`src/rtl/mips_mem_pkg.sv`:
```
// Shared encodings for the instruction/data memory port arbiter.
package mips_mem_pkg;

    localparam logic [1:0] SIZE_BYTE = 2'b00;
    localparam logic [1:0] SIZE_HALF = 2'b01;
    localparam logic [1:0] SIZE_WORD = 2'b10;

    typedef enum logic [1:0] {
        IDLE,
        ACCESS,
        RESP
    } arb_state_t;

    typedef enum logic {
        OWN_IF,
        OWN_MEM
    } owner_t;

endpackage

```
`src/rtl/mem_align_check.sv`:
```
// Flags word accesses off a 4-byte boundary and halfword accesses off a 2-byte boundary.
// Only built when MEM_ARB_ALIGN_CHECK_EN is defined.
`ifdef MEM_ARB_ALIGN_CHECK_EN
module mem_align_check
    import mips_mem_pkg::*;
(
    input  logic [1:0] i_size,
    input  logic [1:0] i_addr_lo,
    output logic       o_misaligned
);

    always_comb begin
        o_misaligned = 1'b0;
        if (i_size == SIZE_WORD) begin
            o_misaligned = (i_addr_lo != 2'b00);
        end else if (i_size == SIZE_HALF) begin
            o_misaligned = i_addr_lo[0];
        end
    end

endmodule
`endif

```
`src/rtl/mem_port_arbiter.sv`:
```
// Shares one single-port memory between IF fetch and MEM load/store, MEM-first with starvation guard.
// Define MEM_ARB_ALIGN_CHECK_EN to trap misaligned accesses without touching the memory.
module mem_port_arbiter
    import mips_mem_pkg::*;
#(
    parameter int unsigned ADDR_W      = 9,
    parameter int unsigned DATA_W      = 32,
    parameter int unsigned WAIT_CYCLES = 1,
    parameter int unsigned STARVE_MAX  = 4
) (
    input  logic              clk,
    input  logic              reset,
    input  logic              if_req,
    input  logic [ADDR_W-1:0] if_addr,
    output logic              if_done,
    output logic [DATA_W-1:0] if_rdata,
    output logic              if_stall,
    input  logic              mem_req,
    input  logic              mem_rw,
    input  logic [1:0]        mem_size,
    input  logic              mem_se,
    input  logic [ADDR_W-1:0] mem_addr,
    input  logic [DATA_W-1:0] mem_wdata,
    output logic              mem_done,
    output logic [DATA_W-1:0] mem_rdata,
    output logic              mem_stall,
    output logic              mem_err,
    output logic [ADDR_W-1:0] m_A,
    output logic [DATA_W-1:0] m_DI,
    output logic [1:0]        m_Size,
    output logic              m_R_W,
    output logic              m_E,
    output logic              m_SE,
    input  logic [DATA_W-1:0] m_DO
);

    localparam int unsigned ST_W = $clog2(STARVE_MAX + 2);

    arb_state_t      r_state;
    arb_state_t      w_state_nxt;
    owner_t          r_owner;
    logic [2:0]      r_wait_cnt;
    logic [ST_W-1:0] r_starve_cnt;
    logic            w_any_req;
    logic            w_starved;
    logic            w_grant_mem;
    logic            w_misaligned;

    always_comb begin
        w_any_req   = if_req || mem_req;
        w_starved   = if_req && (r_starve_cnt == ST_W'(STARVE_MAX));
        w_grant_mem = mem_req && !w_starved;
    end

`ifdef MEM_ARB_ALIGN_CHECK_EN
    logic [1:0] w_chk_size;
    logic [1:0] w_chk_lo;
    logic       r_err;

    assign w_chk_size = w_grant_mem ? mem_size : SIZE_WORD;
    assign w_chk_lo   = w_grant_mem ? mem_addr[1:0] : if_addr[1:0];

    mem_align_check u_align_check (
        .i_size       (w_chk_size),
        .i_addr_lo    (w_chk_lo),
        .o_misaligned (w_misaligned)
    );

    always_ff @(posedge clk) begin
        if (reset) begin
            r_err <= 1'b0;
        end else if (r_state == IDLE && w_any_req) begin
            r_err <= w_misaligned;
        end
    end

    assign mem_err = mem_done && r_err;
`else
    assign w_misaligned = 1'b0;
    assign mem_err      = 1'b0;
`endif

    always_ff @(posedge clk) begin
        if (reset) begin
            r_state <= IDLE;
        end else begin
            r_state <= w_state_nxt;
        end
    end

    always_comb begin
        w_state_nxt = r_state;
        case (r_state)
            IDLE: begin
                if (w_any_req) begin
                    w_state_nxt = w_misaligned ? RESP : ACCESS;
                end
            end
            ACCESS: begin
                if (r_wait_cnt == '0) begin
                    w_state_nxt = RESP;
                end
            end
            RESP:    w_state_nxt = IDLE;
            default: w_state_nxt = IDLE;
        endcase

        m_E       = (r_state == ACCESS);
        if_done   = (r_state == RESP) && (r_owner == OWN_IF);
        mem_done  = (r_state == RESP) && (r_owner == OWN_MEM);
        if_stall  = if_req && !if_done;
        mem_stall = mem_req && !mem_done;
    end

    // Counter only moves in IDLE; it saturates so a long MEM burst cannot wrap it past the limit.
    always_ff @(posedge clk) begin
        if (reset) begin
            r_starve_cnt <= '0;
        end else if (r_state == IDLE) begin
            if (!if_req) begin
                r_starve_cnt <= '0;
            end else if (w_grant_mem) begin
                if (r_starve_cnt != ST_W'(STARVE_MAX)) begin
                    r_starve_cnt <= r_starve_cnt + ST_W'(1);
                end
            end else begin
                r_starve_cnt <= '0;
            end
        end
    end

    always_ff @(posedge clk) begin
        if (reset) begin
            r_owner    <= OWN_IF;
            r_wait_cnt <= '0;
            m_A        <= '0;
            m_DI       <= '0;
            m_Size     <= '0;
            m_R_W      <= 1'b0;
            m_SE       <= 1'b0;
            if_rdata   <= '0;
            mem_rdata  <= '0;
        end else begin
            case (r_state)
                IDLE: begin
                    if (w_any_req) begin
                        r_wait_cnt <= 3'(WAIT_CYCLES);
                        if (w_grant_mem) begin
                            r_owner <= OWN_MEM;
                            m_A     <= mem_addr;
                            m_DI    <= mem_wdata;
                            m_Size  <= mem_size;
                            m_R_W   <= mem_rw;
                            m_SE    <= mem_se;
                        end else begin
                            r_owner <= OWN_IF;
                            m_A     <= if_addr;
                            m_DI    <= '0;
                            m_Size  <= SIZE_WORD;
                            m_R_W   <= 1'b0;
                            m_SE    <= 1'b0;
                        end
                    end
                end
                ACCESS: begin
                    if (r_wait_cnt != '0) begin
                        r_wait_cnt <= r_wait_cnt - 3'd1;
                    end else if (!m_R_W) begin
                        if (r_owner == OWN_MEM) begin
                            mem_rdata <= m_DO;
                        end else begin
                            if_rdata <= m_DO;
                        end
                    end
                end
                default: ;
            endcase
        end
    end

endmodule

```
`config.mk`:
```
export PLATFORM = sky130hd
export DESIGN_NAME = mem_port_arbiter
export DESIGN_NICKNAME = d
export VERILOG_FILES = /design/src/rtl/mips_mem_pkg.sv /design/src/rtl/mem_align_check.sv /design/src/rtl/mem_port_arbiter.sv
export SDC_FILE = /design/constraint.sdc
export NUM_CORES = 1
export LEC_CHECK = 0
export CORE_ASPECT_RATIO = 1.4
export CORE_UTILIZATION = 47
export CTS_BUF_LIST = sky130_fd_sc_hd__clkbuf_4 sky130_fd_sc_hd__clkbuf_8
export CTS_CLUSTER_DIAMETER = 30
export DETAILED_ROUTE_END_ITERATION = 10
export PLACE_DENSITY = 0.9
export SYNTH_ARGS = -nofsm -noshare
export SYNTH_HDL_FRONTEND = slang
export SYNTH_SLANG_ARGS = --single-unit
```
`constraint.sdc`:
```
create_clock -name clk -period 2.9 [get_ports clk]
set_input_delay 0.29 -clock clk [delete_from_list [all_inputs] [get_ports clk]]
set_output_delay 0.29 -clock clk [all_outputs]
set_load 0.01 [all_outputs]
```
After elaboration in Yosys (flattened, before gate mapping):

Index checks and enable logic that the tools add are counted.

* logic and storage cells: 59
* output and inout port bits: 115
* input port bits: 90
* bits in registers: 118

* eq/ne operators: 8
* multiplexer cells: 15
* reduce and logical (&&, ||, !) cells: 20
* bitwise logic cells: 3
* add/sub/neg operators: 2

Operators with widths (number)
* $mux W32: 1
* $mux W3: 5
* $mux W9: 1
* $reduce_and A4 Y1: 2
* $logic_and A1 B1 Y1: 6
* $mux W2: 3
* $pmux W3 S2: 1
* $reduce_and A2 Y1: 3
* $ne A2 B1 Y1 const B: 2
* $pmux W2 S2: 1
* $add A3 B1 Y3 const B: 1
* $eq A3 B3 Y1 const B: 1
* $logic_not A1 Y1: 3
* $logic_not A3 Y1: 1
* $mux W1: 3
* $ne A3 B2 Y1 const B: 1
* $ne A3 B3 Y1 const B: 1
* $not A1 Y1: 3
* $reduce_and A3 Y1: 1
* $reduce_bool A3 Y1: 1
* $sub A3 B1 Y3 const B: 1
* $eq A2 B1 Y1 const B: 1
* $eq A2 B2 Y1 const B: 1
* $logic_not A2 Y1: 1
* other kinds (3): 3

Longest topological paths before layout:

Gate-level depths: netlist (run 1).

* depth after elaboration: 6
* depth in mapped cells: 7
* mapped depth without buffers: 5

Worst setup path before layout (run 1):

OpenSTA, ideal clock, no wires.

* path type: flip-flop to flip-flop
* start: register r_starve_cnt[0]
* end: register m_A[0]
* data required time: 2.778 ns
* stages on the path, launching flop included: 7
* slack: 1.411 ns
* data arrival time: 1.367 ns
* cell sequence: dfxtp_1 > inv_1 > ha_1 > nand3_1 > clkbuf_1 > nand2_1 > a221o_1

* longest elaborated chain between the ends: 5

Ends and longest elaborated chain
* from (decl): RTL line mem_port_arbiter.sv:43 `logic [ST_W-1:0] r_starve_cnt;`
* from (signal assigned): RTL line mem_port_arbiter.sv:124 `r_starve_cnt <= r_starve_cnt + ST_W'(1);`
* $eq A3 B3 Y1: RTL line mem_port_arbiter.sv:51 `w_starved = if_req && (r_starve_cnt == ST_W'(STARVE_MAX));`
* $logic_and A1 B1 Y1: RTL line mem_port_arbiter.sv:51
* $logic_not A1 Y1: RTL line mem_port_arbiter.sv:52 `w_grant_mem = mem_req && !w_starved;`
* $logic_and A1 B1 Y1: RTL line mem_port_arbiter.sv:52
* $mux W9: RTL line mem_port_arbiter.sv:148 `if (w_grant_mem) begin`
* to (signal assigned): RTL line mem_port_arbiter.sv:150 `m_A <= mem_addr;`
* to (signal assigned): RTL line mem_port_arbiter.sv:157 `m_A <= if_addr;`
* to (decl): RTL line mem_port_arbiter.sv:28 `output logic [ADDR_W-1:0] m_A,`

No other way between the ends.
A chain may end at the register's enable or synchronous reset.

Worst setup path in the final report (run 1):

* start: register r_state[0]
* end: register m_DI[22]

* longest elaborated chain between the ends: 2

Ends and longest elaborated chain
* from (decl): RTL line mem_port_arbiter.sv:39 `arb_state_t r_state;`
* from (signal assigned): RTL line mem_port_arbiter.sv:87 `r_state <= w_state_nxt;`
* $logic_not A2 Y1: RTL line mem_port_arbiter.sv:144 `case (r_state)`
* $reduce_and A2 Y1 (no source line)
* to (signal assigned): RTL line mem_port_arbiter.sv:151 `m_DI <= mem_wdata;`
* to (decl): RTL line mem_port_arbiter.sv:29 `output logic [DATA_W-1:0] m_DI,`

No other way between the ends.

==> flow_results.org, run 1 <==
** Die
- During I/O placement, the number of pins put on the boundary was 205.
- Core Box Area :: 9510 um2
- Measured along the x axis, the die boundary spans 85.9 um.
- Die ar. :: 10300 um2
- DIE HEIGHT :: 119 um
- Number of rows created at floorplan :: 42
- For this configuration, the core starts out at a cell density of 48.7%.

** Layout
- Final Non-Filler Cells :: 784
- FF+latch area :: 2360 um2
- The number of antenna diodes in the final layout is 0.
- Fillcell total :: 644
- Area Overhead vs Synth :: 52.6%
- Multi-input combinational cell area :: 2010 um2
- Layout cell share with drive strength beyond 1 :: 7.36%
- After the last flow step, the layout net total stands at 733.

** Synthesis
- Most frequent cells after synthesis :: sky130_fd_sc_hd__dfxtp_1, sky130_fd_sc_hd__nand2_1, sky130_fd_sc_hd__mux2i_1
- A synthesized cell averages 10.5 um2.
- By area the synthesized netlist is led by sky130_fd_sc_hd__dfxtp_1, sky130_fd_sc_hd__mux2i_1, sky130_fd_sc_hd__nand2_1.
- Top_reg_cell synth :: sky130_fd_sc_hd__dfxtp_1
- In this run, synthesis produced a sequential element count of 118.
- Library cells used by synthesis :: 45
- Net count after synthesis :: 537
- Number of enable flip-flop cells after synthesis :: 0
- Post-Synthesis Cells :: 443
- For this run, the number of Yosys warnings is 0.
- Share of synthesized area occupied by flip-flops and latches :: 51.0%
- For this run, asynchronously set or reset flops after synthesis account for 0%.
- The share of synthesized area in the top cell type comes to 51.0%.
- Of all cell types, the one taking the most synthesized area is sky130_fd_sc_hd__dfxtp_1.
- Most frequently used cell type in the post-synthesis netlist :: sky130_fd_sc_hd__dfxtp_1
- Netlist area before placement :: 4630 um2

** Pwr
- Leak :: 2.87 nW
- Maximum resistive drop on vdd :: 0.327 mV
- Switching Power :: 1.12 mW
- Per report_power, the clock group accounts for 36.4% of the total.
- Sum of internal, switching and leakage power :: 4.11 mW
- Proportion of power drawn by flip-flops and latches :: 44.2%
- Ratio of total power to cell area :: 582 nW/um2
- Sw Ratio :: 27.2%
- Combinational logic burns 19.4% of the power.
- Power Internal :: 2.99 mW

** Clocking
- The clock passes through at most 2 buffers.
- Number of hold buffers added after cts :: 0
- In this run, CTS created clock tree buffers numbering 17.
- For the worst-skew pair, the clock arrives at the later sink with an insertion delay of 0.42 ns.
- Once the clock tree was built, the resizer swapped 0 gates to a different size.
- Num Clock Sinks :: 118
- Clock Root Buffer :: sky130_fd_sc_hd__clkbuf_8
- TritonCTS built the clock tree.
- Clock-pin slew was measured on the worst setup and hold paths at 0.08 ns.
- Post-CTS timing repair inserted 0 buffers for setup.
- The H-tree was split into 4 levels.

** Worst setup path
- The largest single stage delay on the critical path is 1.16 ns.
- Top Family by Delay on Critical Path :: simple AND/OR/NAND/NOR gates
- Critical path endpoint category :: register
- STA classifies the critical path startpoint as a register.
- Count of buffering cells on the critical path with inverters included :: 0
- The worst setup path is of the register to register kind.
- Data on the critical path arrives at its endpoint at 2.74 ns.
- CP max FO :: 36
- Traced cell by cell, the critical path runs through nor2_4, and4_1, a22o_1.
- STA puts the critical path data required time at 3.26 ns.
- For this design, the slowest cell found on the critical path is sky130_fd_sc_hd__and4_1.

** Min path
- The path class of the tightest hold or removal check is input pin to register.

** Place
- Placed wire-length estimate :: 9140 um
- Placed Cells :: 752
- RePlAce Congestion :: 0.765
- Number of port buffers :: 203

** Global route
- The via count of the first global-routing pass is 4314.
- Total overflow reported by the global router :: 0
- Across every metal layer, demand over resource in global routing totals 25.0%.
- The number of antenna violations at the first check in global routing was 0.
- Pin count of the biggest net entering global routing :: 86
- Wire length of the first global-routing pass :: 20000 um

** Routing
- Total wire length after detailed routing :: 12700 um
- Post-detailed-route via-to-cell ratio :: 5.27
- The first routing iteration left 177 violations.
- Remaining antenna violation count after routing :: 0
- In the final routed layout, each cell accounts on average for 16.2 um.
- Count of unresolved DRC violations after routing :: 0
- Before antenna repair, the detailed router went through 4 iterations.
- Total vias in the final route :: 4135

** STA
- Number of pins exceeding their max-slew limit in the final report :: 0
- The hold violation count in the final report came to 0.
- Final Cycle Share :: 82.1%
- Setup repair after global routing left no endpoint under its margin.
- Shortest clock period the worst path allows after layout :: 2.38 ns
- At the pin with the least slew margin, the transition time is 1.29 ns.
- Fmax achieved :: 0.420 GHz
- The clock arrives with 0.0106 ns of skew.
- Setup violations remaining at the end of the flow were counted as 0.
- Post-route setup TNS :: 0 ns
- Max-Slew Margin vs Limit :: 13.8%

** Run status
- Run status :: finished, final reports clean

** Run
- Max Cap Violations :: 0
-- area by class of cell --
| cell class | count | share of cell area (%) |
|---|---|---|
| Clock inverter | 13 | 2.11 |
| Multi-Input combinational cell | 284 | 28.5 |
| Clock buffer | 19 | 3.61 |
| Sequential cell | 118 | 33.4 |
| Tap cell | 132 | 2.34 |
| Inverter | 7 | 0.407 |
| Timing Repair Buffer | 211 | 29.6 |
-- stage by stage --
step | hold WS, ns | util (%) | area, um2 | setup slack (ns)
detailed placement | 0.449 | 70.0 | 6660 | 0.421
finish | 0.442 | 74.3 | 7070 | 0.519
CTS | 0.411 | 74.3 | 7070 | 0.555
global route | 0.435 | 74.3 | 7070 | 0.332
floorplan | 0.415 | - | 4630 | 1.41
global placement | 0.442 | 70.0 | 6660 | 0.545
-- worst paths after layout --
kind,startpoint,to,slack [ns],cells past startpoint
worst max-delay path,r_state[0]$_SDFFE_PP0P_,m_DI[22]$_SDFFE_PP0P_,0.52,3
worst min-delay path,m_DO[28],if_rdata[28]$_SDFFE_PP0P_,0.44,3
worst max register to register,r_state[0]$_SDFFE_PP0P_,m_DI[22]$_SDFFE_PP0P_,0.52,3
worst min register to register,if_rdata[9]$_SDFFE_PP0P_,if_rdata[9]$_SDFFE_PP0P_,0.46,2
-- power by group through the flow --
stage,Sequential (mW),Clock [mW],Combinational (mW)
3_3_place_gp,1.85,0,0.765
3_5_place_dp,1.85,0,0.791
2_1_floorplan,1.89,0,0.358
4_1_cts,1.82,1.53,0.799
6_report,1.82,1.50,0.796
5_1_grt,1.83,1.59,0.852
-- metal layers --
layer  wire (um)  global-route usage (%)
met1        4810                    26.4
met2        6510                    44.4
met5           0                       0
met4         158                    9.38
met3        1240                    9.49
-- logic make-up (layout without fill, tap and decap cells) --
family | after synthesis | count (layout) | share of synthesized area [%]
and+or+nand+nor | 156 | 156 | 17.3
DFF | 118 | 118 | 51.0
muxes | 65 | 65 | 14.1
AOI/OAI and AO/OA | 58 | 58 | 11.0
buffers and inverters | 41 | 250 | 5.51
adders and majority gates | 4 | 4 | 1.08
other | 1 | 1 | 0.0810
-- worst reg2reg max path: stages, from the launching register on --
cell and delay [ns]:
sky130_fd_sc_hd__dfxtp_1 0.41, sky130_fd_sc_hd__nor2_4 0.47, sky130_fd_sc_hd__and4_1 1.16, sky130_fd_sc_hd__a22o_1 0.29
-- cells in the final DEF, fill, tap and decap left out, types with 7 or more instances in the layout --
cell	count
sky130_fd_sc_hd__clkdlybuf4s50_1	203
sky130_fd_sc_hd__dfxtp_1	118
sky130_fd_sc_hd__nand2_1	100
sky130_fd_sc_hd__mux2i_1	65
sky130_fd_sc_hd__a22o_1	35
sky130_fd_sc_hd__and4_1	20
sky130_fd_sc_hd__clkbuf_8	18
sky130_fd_sc_hd__a221o_1	9
sky130_fd_sc_hd__buf_4	8
sky130_fd_sc_hd__nor2b_1	7
-- flip-flops by register name, indices dropped and copies added, names as in the netlist, 2 cells and up --
signal and count:
r_starve_cnt 3, m_Size 2, m_A 9, r_wait_cnt 3
if_rdata 32, r_state 2, mem_rdata 32, m_DI 32
Power figures use the tool's default switching activity.
==> run 2: changes to the inputs <==
CORE_UTILIZATION = 39   (was 47)
PLACE_DENSITY = 0.79   (was 0.9)
clock period = 2.05 ns   (was 2.9 ns; I/O delays follow)
==> run 2 against run 1 <==
Register-to-register slack lost 0.21 ns. Sequential cell count unchanged. Global-route usage down 4.9 points. Largest cell class unchanged.
==> flow_results.org, run 2 (synthesized netlist as in run 1, its figures left out) <==
** Run status
- Run status :: finished, final reports clean

** Worst setup path
- Critical path endpoint category :: output pin
- Data on the critical path is required at its endpoint by 1.85 ns.
- Crit Path Class :: register to output pin
- Critical path startpoint category :: register
- In this run the worst setup path begins at r_state[1]$_SDFFE_PP0P_.
- Arrival time of data at the critical path endpoint :: 1.76 ns
- CP max FO :: 6
- Source of the worst register-to-register timing path :: r_starve_cnt[0]$_SDFFE_PP0P_

** Clocking
- # Post-CTS Setup Buffers :: 0
- Number of hold buffers added after cts :: 0
- The cell sitting at the root of the clock tree is a sky130_fd_sc_hd__clkbuf_8.
- CTS clk-pin slew, worst paths :: 0.08 ns
- TritonCTS built the clock tree.
- Counting the buffers created by CTS gives 17.
- Worst-case clock buffer depth :: 2
- Depth of the CTS H-tree :: 4
- Clock latency of the later-clocked register in the worst-skew pair :: 0.44 ns
- Num Clock Sinks :: 118

** Die
- The total area inside the core boundary comes to 11500 um2.
- For this configuration, the core starts out at a cell density of 40.4%.
- Number of rows created at floorplan :: 46
- Number of primary I/O pins :: 205
- Die extent in x :: 94.1 um
- Die ar. :: 12300 um2
- In this run the vertical extent of the chip is 131 um.

** Layout
- Area Overhead vs Synth :: 53.7%
- Fill cells in the final layout number 947.
- Layout cell share with drive strength beyond 1 :: 7.95%
- The library cell used most frequently in the layout, excluding fill and tap cells, is sky130_fd_sc_hd__clkdlybuf4s50_1.
- Leaving out filler cells and counting taps, the final layout contains 798.
- Summing all multi-input logic gate instances after layout gives 2020 um2.
- Summing all flip-flop and latch instances after layout gives 2360 um2.
- Most used cells in the layout excluding fill and tap cells :: sky130_fd_sc_hd__clkdlybuf4s50_1, sky130_fd_sc_hd__dfxtp_1, sky130_fd_sc_hd__nand2_1
- Largest registers in the final layout :: if_rdata x32, m_DI x32, mem_rdata x32
- Antenna cells :: 0
- The net count of the finished layout is 736.

** STA
- Worst Skew :: 0.0120 ns
- Shortest clock period the worst path allows after layout :: 1.97 ns
- Timing would allow up to 0.509 GHz.
- The hold violation count in the final report was 0.
- The total count of max-transition violations in the final report is 0.
- The final critical path takes up 95.9% of the cycle.
- Number of setup violations in the final report :: 0

** Run
- Across the run, the number of max-cap violations was 0.

** Routing
- After the first detailed-routing iteration, the DRC count stood at 80.
- Remaining antenna violation count after routing :: 0
- After detailed routing, the number of vias per cell comes to 5.11.
- After detailed routing, the number of remaining DRC violations is 0.
- Total wire length after detailed routing :: 12500 um
- The first detailed-routing pass took 4 iterations.
- Dividing the detail-routed wire length by the instance count gives 15.6 um.
- For this block, the via count after detailed routing is 4079.

** Place
- At the end of routability-driven placement, the weighted congestion stood at 0.800.
- The number of placed instances, taps included, is 767.
- In this run the tool buffered the top-level ports with 203 buffer cells.
- Detailed placement finished with a half-perimeter wire length of 9020 um.

** Global route
- Wire length of the first global-routing pass :: 19100 um
- All-layer global routing usage :: 20.1%
- The number of antenna violations at the first check in global routing is 0.
- Entering global routing, the biggest net connects 67 pins.
- Total overflow reported by the global router :: 0
- Via count of the first global-routing pass :: 4025

** Min path
- The tightest min-delay check is of the input pin to register type.
- In this run the most critical hold path is launched from m_DO[14].

** Pwr
- Leak :: 2.87 nW
- Ratio of total power to cell area :: 798 nW/um2
- Maximum resistive drop on vdd :: 0.435 mV
- Overall power consumption after layout is estimated at 5.68 mW.
run 2: cell count changes in the layout (fill, tap and decap cells not counted), sizes merged:
cell and delta:
clkinv -2, clkinvlp +4, inv -2, bufinv -1
buf +3
run 2: worst paths after layout:
path                                 to  slack (ns)  depth (start not counted)
max                             if_done        0.08                          2
min          mem_rdata[14]$_SDFFE_PP0P_        0.34                          3
max reg2reg       m_DI[11]$_SDFFE_PP0P_        0.31                          6
min reg2reg   mem_rdata[4]$_SDFFE_PP0P_        0.46                          2
run 2: per-stage QoR:
step                util, %  setup slack, ns  hold slack [ns]  setup TNS (ns)  area, um2
floorplan                 -            0.561            0.330               0       4630
global placement       58.9            0.221            0.442               0       6750
detailed placement     58.9            0.133            0.452               0       6750
CTS                    62.1         0.000753            0.301               0       7110
global route           62.1         -0.00628            0.342        -0.00628       7120
finish                 62.1           0.0836            0.339               0       7120
run 2: area by class of cell:
cell class,count,share of cell area (%)
Clock buffer,19,3.59
Clock inverter,12,1.49
Inverter,7,0.404
Multi-Input combinational cell,284,28.4
Sequential cell,118,33.2
Tap cell,144,2.53
Timing Repair Buffer,214,30.4
run 2: timing repair:
action / in CTS / in global routing
resized for setup: 1 / 1
endpoints found under the hold margin: 0 / 0
setup endpoints to repair: 1 / 2
run 2: metal layers:
| metal | vias to the layer above | GRT usage (%) | wire [um] |
|---|---|---|---|
| met4 | 0 | 10.3 | 237 |
| met1 | 1909 | 21.1 | 4960 |
| met3 | 20 | 7.81 | 1330 |
| met2 | 190 | 34.7 | 5940 |
| li1 | 1960 | - | - |
| met5 | - | 0 | 0 |
run 2: worst max-delay path: stages (launching register included):
cell and delay (ns):
sky130_fd_sc_hd__dfxtp_1 0.46, sky130_fd_sc_hd__nor3b_2 0.26, sky130_fd_sc_hd__clkdlybuf4s50_1 0.60
run 2: power breakdown:
group	total [mW]	switching [mW]	internal [mW]
registers	2.57	0.106	2.46
clock network	1.97	0.978	0.988
logic	1.15	0.492	0.653
total	5.68	1.58	4.11
